File: src/rtl/cpu_pkg.sv
// Shared CPU definitions for the fetch stage and its neighbours.
//   fetch_state_e : instruction-fetch controller states
//   NOP_INST      : canonical no-op (addi x0, x0, 0)
//   RESET_PC      : architectural reset value of the program counter
package cpu_pkg;

  typedef enum logic [2:0] {
    IDLE,
    REQ,
    WAIT,
    DRAIN,
    HOLD
  } fetch_state_e;

  localparam logic [31:0] NOP_INST = 32'h0000_0013;
  localparam logic [31:0] RESET_PC = 32'h0040_0000;

endpackage

File: src/rtl/inst_fetch_if.sv
// Instruction-fetch bus bundle: memory request/response channel and the
// buffered-instruction channel towards decode.
//   master : fetch stage (drives request, drives decode channel)
//   slave  : memory + decode side
interface inst_fetch_if #(
  parameter int unsigned ADDR_W = 32,
  parameter int unsigned INST_W = 32
);

  logic              imem_req_valid;
  logic              imem_req_ready;
  logic [ADDR_W-1:0] imem_req_addr;
  logic              imem_resp_valid;
  logic [INST_W-1:0] imem_resp_inst;
  logic              id_valid;
  logic              id_ready;
  logic [INST_W-1:0] id_inst;
  logic [ADDR_W-1:0] id_pc;
  logic              id_fault;

  modport master (
    output imem_req_valid, imem_req_addr,
    input  imem_req_ready, imem_resp_valid, imem_resp_inst,
    output id_valid, id_inst, id_pc, id_fault,
    input  id_ready
  );

  modport slave (
    input  imem_req_valid, imem_req_addr,
    output imem_req_ready, imem_resp_valid, imem_resp_inst,
    input  id_valid, id_inst, id_pc, id_fault,
    output id_ready
  );

endinterface

File: src/rtl/inst_fetch.sv
// Instruction-fetch stage.
// Issues one memory request per PC value, buffers the returned word and
// hands it to decode; pulses pc_en once for each word decode accepts.
// Ports:
//   clk   : clock, rising edge
//   rst   : asynchronous active-low reset
//   pc    : current PC from the PC register
//   pc_en : advance-PC strobe, one cycle per decode handshake
//   flush : kill the current fetch or buffered instruction
//   bus   : memory request/response and decode channel (master side)
module inst_fetch
  import cpu_pkg::*;
#(
  parameter int unsigned       ADDR_W   = 32,
  parameter int unsigned       INST_W   = 32,
  parameter logic [INST_W-1:0] NOP_INST = cpu_pkg::NOP_INST
) (
  input  logic              clk,
  input  logic              rst,
  input  logic [ADDR_W-1:0] pc,
  output logic              pc_en,
  input  logic              flush,
  inst_fetch_if.master      bus
);

  fetch_state_e      state_q, state_d;
  logic [INST_W-1:0] id_inst_q, id_inst_d;
  logic [ADDR_W-1:0] id_pc_q, id_pc_d;
  logic              id_fault_q, id_fault_d;
  logic              aligned;

  assign aligned = (pc[1:0] == 2'b00);

  always_ff @(posedge clk or negedge rst) begin
    if (!rst) begin
      state_q    <= IDLE;
      id_inst_q  <= NOP_INST;
      id_pc_q    <= '0;
      id_fault_q <= 1'b0;
    end else begin
      state_q    <= state_d;
      id_inst_q  <= id_inst_d;
      id_pc_q    <= id_pc_d;
      id_fault_q <= id_fault_d;
    end
  end

  always_comb begin
    state_d            = state_q;
    id_inst_d          = id_inst_q;
    id_pc_d            = id_pc_q;
    id_fault_d         = id_fault_q;
    bus.imem_req_valid = 1'b0;
    bus.imem_req_addr  = '0;
    bus.id_valid       = 1'b0;
    pc_en              = 1'b0;

    case (state_q)
      IDLE: state_d = REQ;

      REQ: begin
        // The request stays visible during a flush: if memory takes it in
        // that cycle the response is already owed and must be drained.
        if (aligned) begin
          bus.imem_req_valid = 1'b1;
          bus.imem_req_addr  = pc;
        end
        if (flush) begin
          if (aligned && bus.imem_req_ready) state_d = DRAIN;
        end else if (!aligned) begin
          id_pc_d    = pc;
          id_inst_d  = NOP_INST;
          id_fault_d = 1'b1;
          state_d    = HOLD;
        end else if (bus.imem_req_ready) begin
          id_pc_d = pc;
          state_d = WAIT;
        end
      end

      WAIT: begin
        if (flush) begin
          state_d = bus.imem_resp_valid ? REQ : DRAIN;
        end else if (bus.imem_resp_valid) begin
          id_inst_d  = bus.imem_resp_inst;
          id_fault_d = 1'b0;
          state_d    = HOLD;
        end
      end

      // Swallow the one response still owed by memory; flush is moot here.
      DRAIN: if (bus.imem_resp_valid) state_d = REQ;

      HOLD: begin
        bus.id_valid = 1'b1;
        if (flush) begin
          state_d = REQ;
        end else if (bus.id_ready) begin
          pc_en   = 1'b1;
          state_d = REQ;
        end
      end

      default: state_d = IDLE;
    endcase
  end

  assign bus.id_inst  = id_inst_q;
  assign bus.id_pc    = id_pc_q;
  assign bus.id_fault = id_fault_q;

  // Memory may only answer while a request is outstanding.
  a_resp_expected: assert property (
    @(posedge clk) disable iff (!rst)
    bus.imem_resp_valid |-> (state_q == WAIT || state_q == DRAIN)
  );

endmodule

File: src/flat_wrapper.sv
// flat-port wrapper written by rule: the top's interface ports become plain ports
module inst_fetch_flat import cpu_pkg::*;
#(
  parameter int unsigned       ADDR_W   = 32,
  parameter int unsigned       INST_W   = 32,
  parameter logic [INST_W-1:0] NOP_INST = cpu_pkg::NOP_INST
)
  (clk, rst, pc, pc_en, flush, bus_imem_req_valid, bus_imem_req_addr, bus_imem_req_ready, bus_imem_resp_valid, bus_imem_resp_inst, bus_id_valid, bus_id_inst, bus_id_pc, bus_id_fault, bus_id_ready);
  inst_fetch_if #(.ADDR_W(ADDR_W), .INST_W(INST_W)) bus_i ();
  input  logic clk;
  input  logic rst;
  input  logic [ADDR_W-1:0] pc;
  output logic pc_en;
  input  logic flush;
  output wire logic [$bits(bus_i.imem_req_valid)-1:0] bus_imem_req_valid;
  output wire logic [$bits(bus_i.imem_req_addr)-1:0] bus_imem_req_addr;
  input wire logic [$bits(bus_i.imem_req_ready)-1:0] bus_imem_req_ready;
  input wire logic [$bits(bus_i.imem_resp_valid)-1:0] bus_imem_resp_valid;
  input wire logic [$bits(bus_i.imem_resp_inst)-1:0] bus_imem_resp_inst;
  output wire logic [$bits(bus_i.id_valid)-1:0] bus_id_valid;
  output wire logic [$bits(bus_i.id_inst)-1:0] bus_id_inst;
  output wire logic [$bits(bus_i.id_pc)-1:0] bus_id_pc;
  output wire logic [$bits(bus_i.id_fault)-1:0] bus_id_fault;
  input wire logic [$bits(bus_i.id_ready)-1:0] bus_id_ready;
  assign bus_imem_req_valid = bus_i.imem_req_valid;
  assign bus_imem_req_addr = bus_i.imem_req_addr;
  assign bus_i.imem_req_ready = bus_imem_req_ready;
  assign bus_i.imem_resp_valid = bus_imem_resp_valid;
  assign bus_i.imem_resp_inst = bus_imem_resp_inst;
  assign bus_id_valid = bus_i.id_valid;
  assign bus_id_inst = bus_i.id_inst;
  assign bus_id_pc = bus_i.id_pc;
  assign bus_id_fault = bus_i.id_fault;
  assign bus_i.id_ready = bus_id_ready;
  inst_fetch #(.ADDR_W(ADDR_W), .INST_W(INST_W), .NOP_INST(NOP_INST)) u_core (.clk(clk), .rst(rst), .pc(pc), .pc_en(pc_en), .flush(flush), .bus(bus_i));
endmodule
File: config.mk
export PLATFORM = sky130hd
export DESIGN_NAME = inst_fetch_flat
export DESIGN_NICKNAME = d
export VERILOG_FILES = /design/src/rtl/cpu_pkg.sv /design/src/rtl/inst_fetch_if.sv /design/src/rtl/inst_fetch.sv /design/src/flat_wrapper.sv
export SDC_FILE = /design/constraint.sdc
export NUM_CORES = 1
export LEC_CHECK = 0
export CORE_MARGIN = 4
export CORE_UTILIZATION = 35
export DETAILED_ROUTE_END_ITERATION = 12
export PLACE_DENSITY = 0.72
export SYNTH_ARGS = -nofsm -noshare
export SYNTH_HDL_FRONTEND = slang
export SYNTH_SLANG_ARGS = --single-unit
File: constraint.sdc
create_clock -name clk -period 2.35 [get_ports clk]
set_input_delay 0.235 -clock clk [delete_from_list [all_inputs] [get_ports clk]]
set_output_delay 0.235 -clock clk [all_outputs]
set_load 0.05 [all_outputs]
==> impl_metrics.yaml <==
outcome:
  outcome: "finished clean"
clocking:
  cts_max_level: 3
  cts.clk_slew.worst_paths_ns: 0.08
  clock_latency_ns: 0.34
  clk_path_buf_depth: 2
  cts-root-buf: "clkbuf_8"
  clkSinkCount: 68
  cts_tree: "built"
  post-cts-setup-buffers: 0
  numCtsBuffers: 9
detailed_routing:
  drtPass1Iterations: 4
  vias_per_cell: 4.54
  wl_per_cell_um: 16.4
  drt_iter0_drc: 41
  drc: 0
  drtAntennaViolNets: 0
  vias: 2512
  drt_wl_total_um: 9050
power_and_ir_drop:
  vdd_ir_drop_max_uv: 770
  p_per_area_mw_per_mm2: 1150
  p_clk_frac: 0.172
  leakagePower_nw: 2.39
  p_sw_w: 0.00277
  p_sw_frac: 0.429
  internal_power_w: 0.00369
  p_seq_frac: 0.273
  power_frac_comb: 0.555
die:
  die_area_mm2: 0.0109
  dieHeight_um: 104
  floorplan.initialDensity: 0.365
  pin_count: 170
  core-area_mm2: 0.00889
  die_width_um: 104
  rows: 34
timing:
  setup_viol: 0
  max_freq_mhz: 468
  tightest_slew_ns: 0.645
  fin_setup_tns_ns: 0
  period_share: 0.909
  max_slew_margin: 0.570
  post-route-min-period_ns: 2.14
  hold_viol_final: 0
  worst_slack_ns: 0.215
  skew_ns: 0.0134
  slew_violations: 0
  rsz0062_at_grt: "no"
yosys:
  syn_avg_cell_area_um2: 12.0
  ys_seq_area_frac: 0.525
  synth-seq-cells: 68
  yosysUniqueCellTypes: 33
  ys_warn_count: 0
  syn_inst: 271
  synth_area_mm2: 0.00325
grt:
  grt_use_total: 0.170
  grt_pass1_vias: 2697
  grt_antenna_before_repair: 0
  grt_overflow: 0
  grt_pass1_wl_um: 14600
  grt_max_degree: 42
layout:
  area_growth_pct: 72.2
  antenna_cells: 0
  layout-drive-gt1-share: 0.225
  nets: 510
  fill_cells: 692
critical_path:
  path_cells: "nor2b_2 > nand2b_1 > nor2_1 > buf_12 > and2_1 > buf_12"
  crit_type: "reg -> out"
  cpLargestDelayFamily: "simple AND/OR/NAND/NOR gates"
  path_max_fanout: 31
  crit_arrival_ns: 1.90
  critPathMaxStageDelay_ns: 0.46
  cp.required_ns: 2.12
  startpoint_type: "flop"
  crit_top_cell: "buf_12"
  critical-path-slowest-cell: "dfrtp_2"
  cp-end-kind: "output port"
  path_buf_inv: 2
place:
  dp_hpwl_um: 6990
  gp_congestion: 0.775
  place_ws_ns: 0.295
  port_buffers: 167
hold_path:
  hp-class: "in -> reg"
run:
  max_cap_viol_count: 0
==> synthesized netlist by cell type <==
cell / instances / area share
clkbuf_1: 5 / 0.0058
nand2_1: 29 / 0.033
buf_4: 5 / 0.012
nor3_1: 1 / 0.0015
nor3_2: 1 / 0.0031
and2_1: 30 / 0.058
buf_6: 1 / 0.0035
a32oi_1: 1 / 0.0027
buf_2: 3 / 0.0046
mux2_2: 5 / 0.017
o22ai_1: 1 / 0.0019
nor2b_2: 1 / 0.0027
or3_1: 5 / 0.0096
nand2b_1: 2 / 0.0038
buf_8: 3 / 0.014
nor3b_1: 1 / 0.0023
inv_1: 32 / 0.037
and3b_1: 1 / 0.0027
mux2_4: 30 / 0.14
mux2_1: 1 / 0.0035
o22a_1: 1 / 0.0027
or4_1: 1 / 0.0023
dfstp_2: 3 / 0.024
dfrtp_1: 65 / 0.50
nor2_1: 5 / 0.0058
a21oi_1: 3 / 0.0046
o211ai_1: 1 / 0.0023
or2_2: 1 / 0.0019
mux2i_1: 29 / 0.089
o21a_1: 1 / 0.0023
conb_1: 1 / 0.0012
a211o_1: 1 / 0.0027
or3b_1: 1 / 0.0027
==> metal layers <==
metal	vias to the layer above	wire [um]	GRT usage
met5	-	0	0
met4	0	157	0.0570
met3	12	350	0.0385
met2	66	5030	0.310
met1	1224	3520	0.194
li1	1210	-	-
==> cells by family after synthesis <==
family	after synthesis	share of synthesized area
AND/OR/NAND/NOR	79	0.130
flip-flops	68	0.525
multiplexers	65	0.249
buffers and inverters	49	0.0762
AO/OA/AOI/OAI	9	0.0193
other	1	0.00115
==> worst paths after layout <==
check	start	to	slack, ns	depth (start not counted)
max reg2reg	u_core.state_q[0]$_DFFE_PN0P_	u_core.bus.id_pc[31]$_DFFE_PN0P_	0.41	5
min in group asynchronous	rst	u_core.bus.id_pc[19]$_DFFE_PN0P_	0.45	2
min	bus_imem_resp_inst[7]	u_core.bus.id_inst[7]$_DFFE_PN0P_	0.44	3
max in group asynchronous	rst	u_core.bus.id_inst[4]$_DFFE_PN1P_	1.17	3
max	u_core.state_q[0]$_DFFE_PN0P_	bus_imem_req_addr[29]	0.21	6
min reg2reg	u_core.bus.id_pc[23]$_DFFE_PN0P_	u_core.bus.id_pc[23]$_DFFE_PN0P_	0.51	1
==> power groups by stage <==
stage | clock (W) | combinational, W | sequential [W]
after floorplan | 0 | 0.00117 | 0.00294
after global placement | 0 | 0.00359 | 0.00176
after detailed placement | 0 | 0.00362 | 0.00178
after CTS | 0.00114 | 0.00363 | 0.00176
after global routing | 0.00119 | 0.00372 | 0.00182
final | 0.00111 | 0.00359 | 0.00176
==> worst min-delay path: stages <==
cell and delay (ns):
clkdlybuf4s50_1 0.40, nand2_1 0.06, mux2i_1 0.06
==> layout make-up <==
cell class	instances	area (um^2)	share of cell area
repair buffers	174	2090	0.373
flip-flops and latches	68	1710	0.305
multi-input cells	155	1310	0.234
clock buffers	11	151	0.0271
well taps	108	135	0.0241
inverters	32	120	0.0215
clock inverters	5	83.8	0.0150
==> registers in the layout, summed over array words and instances, names as in the netlist <==
register             cells
u_core.bus.id_pc        32
u_core.state_q           3
u_core.bus.id_fault      1
u_core.bus.id_inst      32
==> through the flow <==
step	hold WS (ns)	cells	total power, W	area, um^2	utilization
6_report	0.441	553	0.00646	5600	0.629
2_1_floorplan	-0.0606	272	0.00411	3250	-
5_1_grt	0.449	553	0.00673	5600	0.629
3_5_place_dp	0.293	536	0.00540	5350	0.602
4_1_cts	0.427	553	0.00654	5600	0.629
3_3_place_gp	0.290	536	0.00535	5350	0.602
==> timing repair <==
action | in CTS | in global routing
resized for setup | 0 | 1
hold buffers | 1 | 0
setup endpoints to repair | 0 | 5
endpoints found under the hold margin | 27 | 0
==> cells in the final DEF (no fill, tap or decap), types with 3 or more instances in the layout <==
master	Yosys	layout
clkdlybuf4s50_1	0	133
dfrtp_1	65	64
buf_12	0	36
inv_1	32	32
and2_1	30	30
mux2_4	30	30
nand2_1	29	29
mux2i_1	29	29
clkbuf_8	0	11
mux2_2	5	5
nor2_1	5	4
or3_1	5	4
a21oi_1	3	3
buf_4	5	3
dfstp_2	3	3
Note: power is estimated with default switching activity, not from simulation.
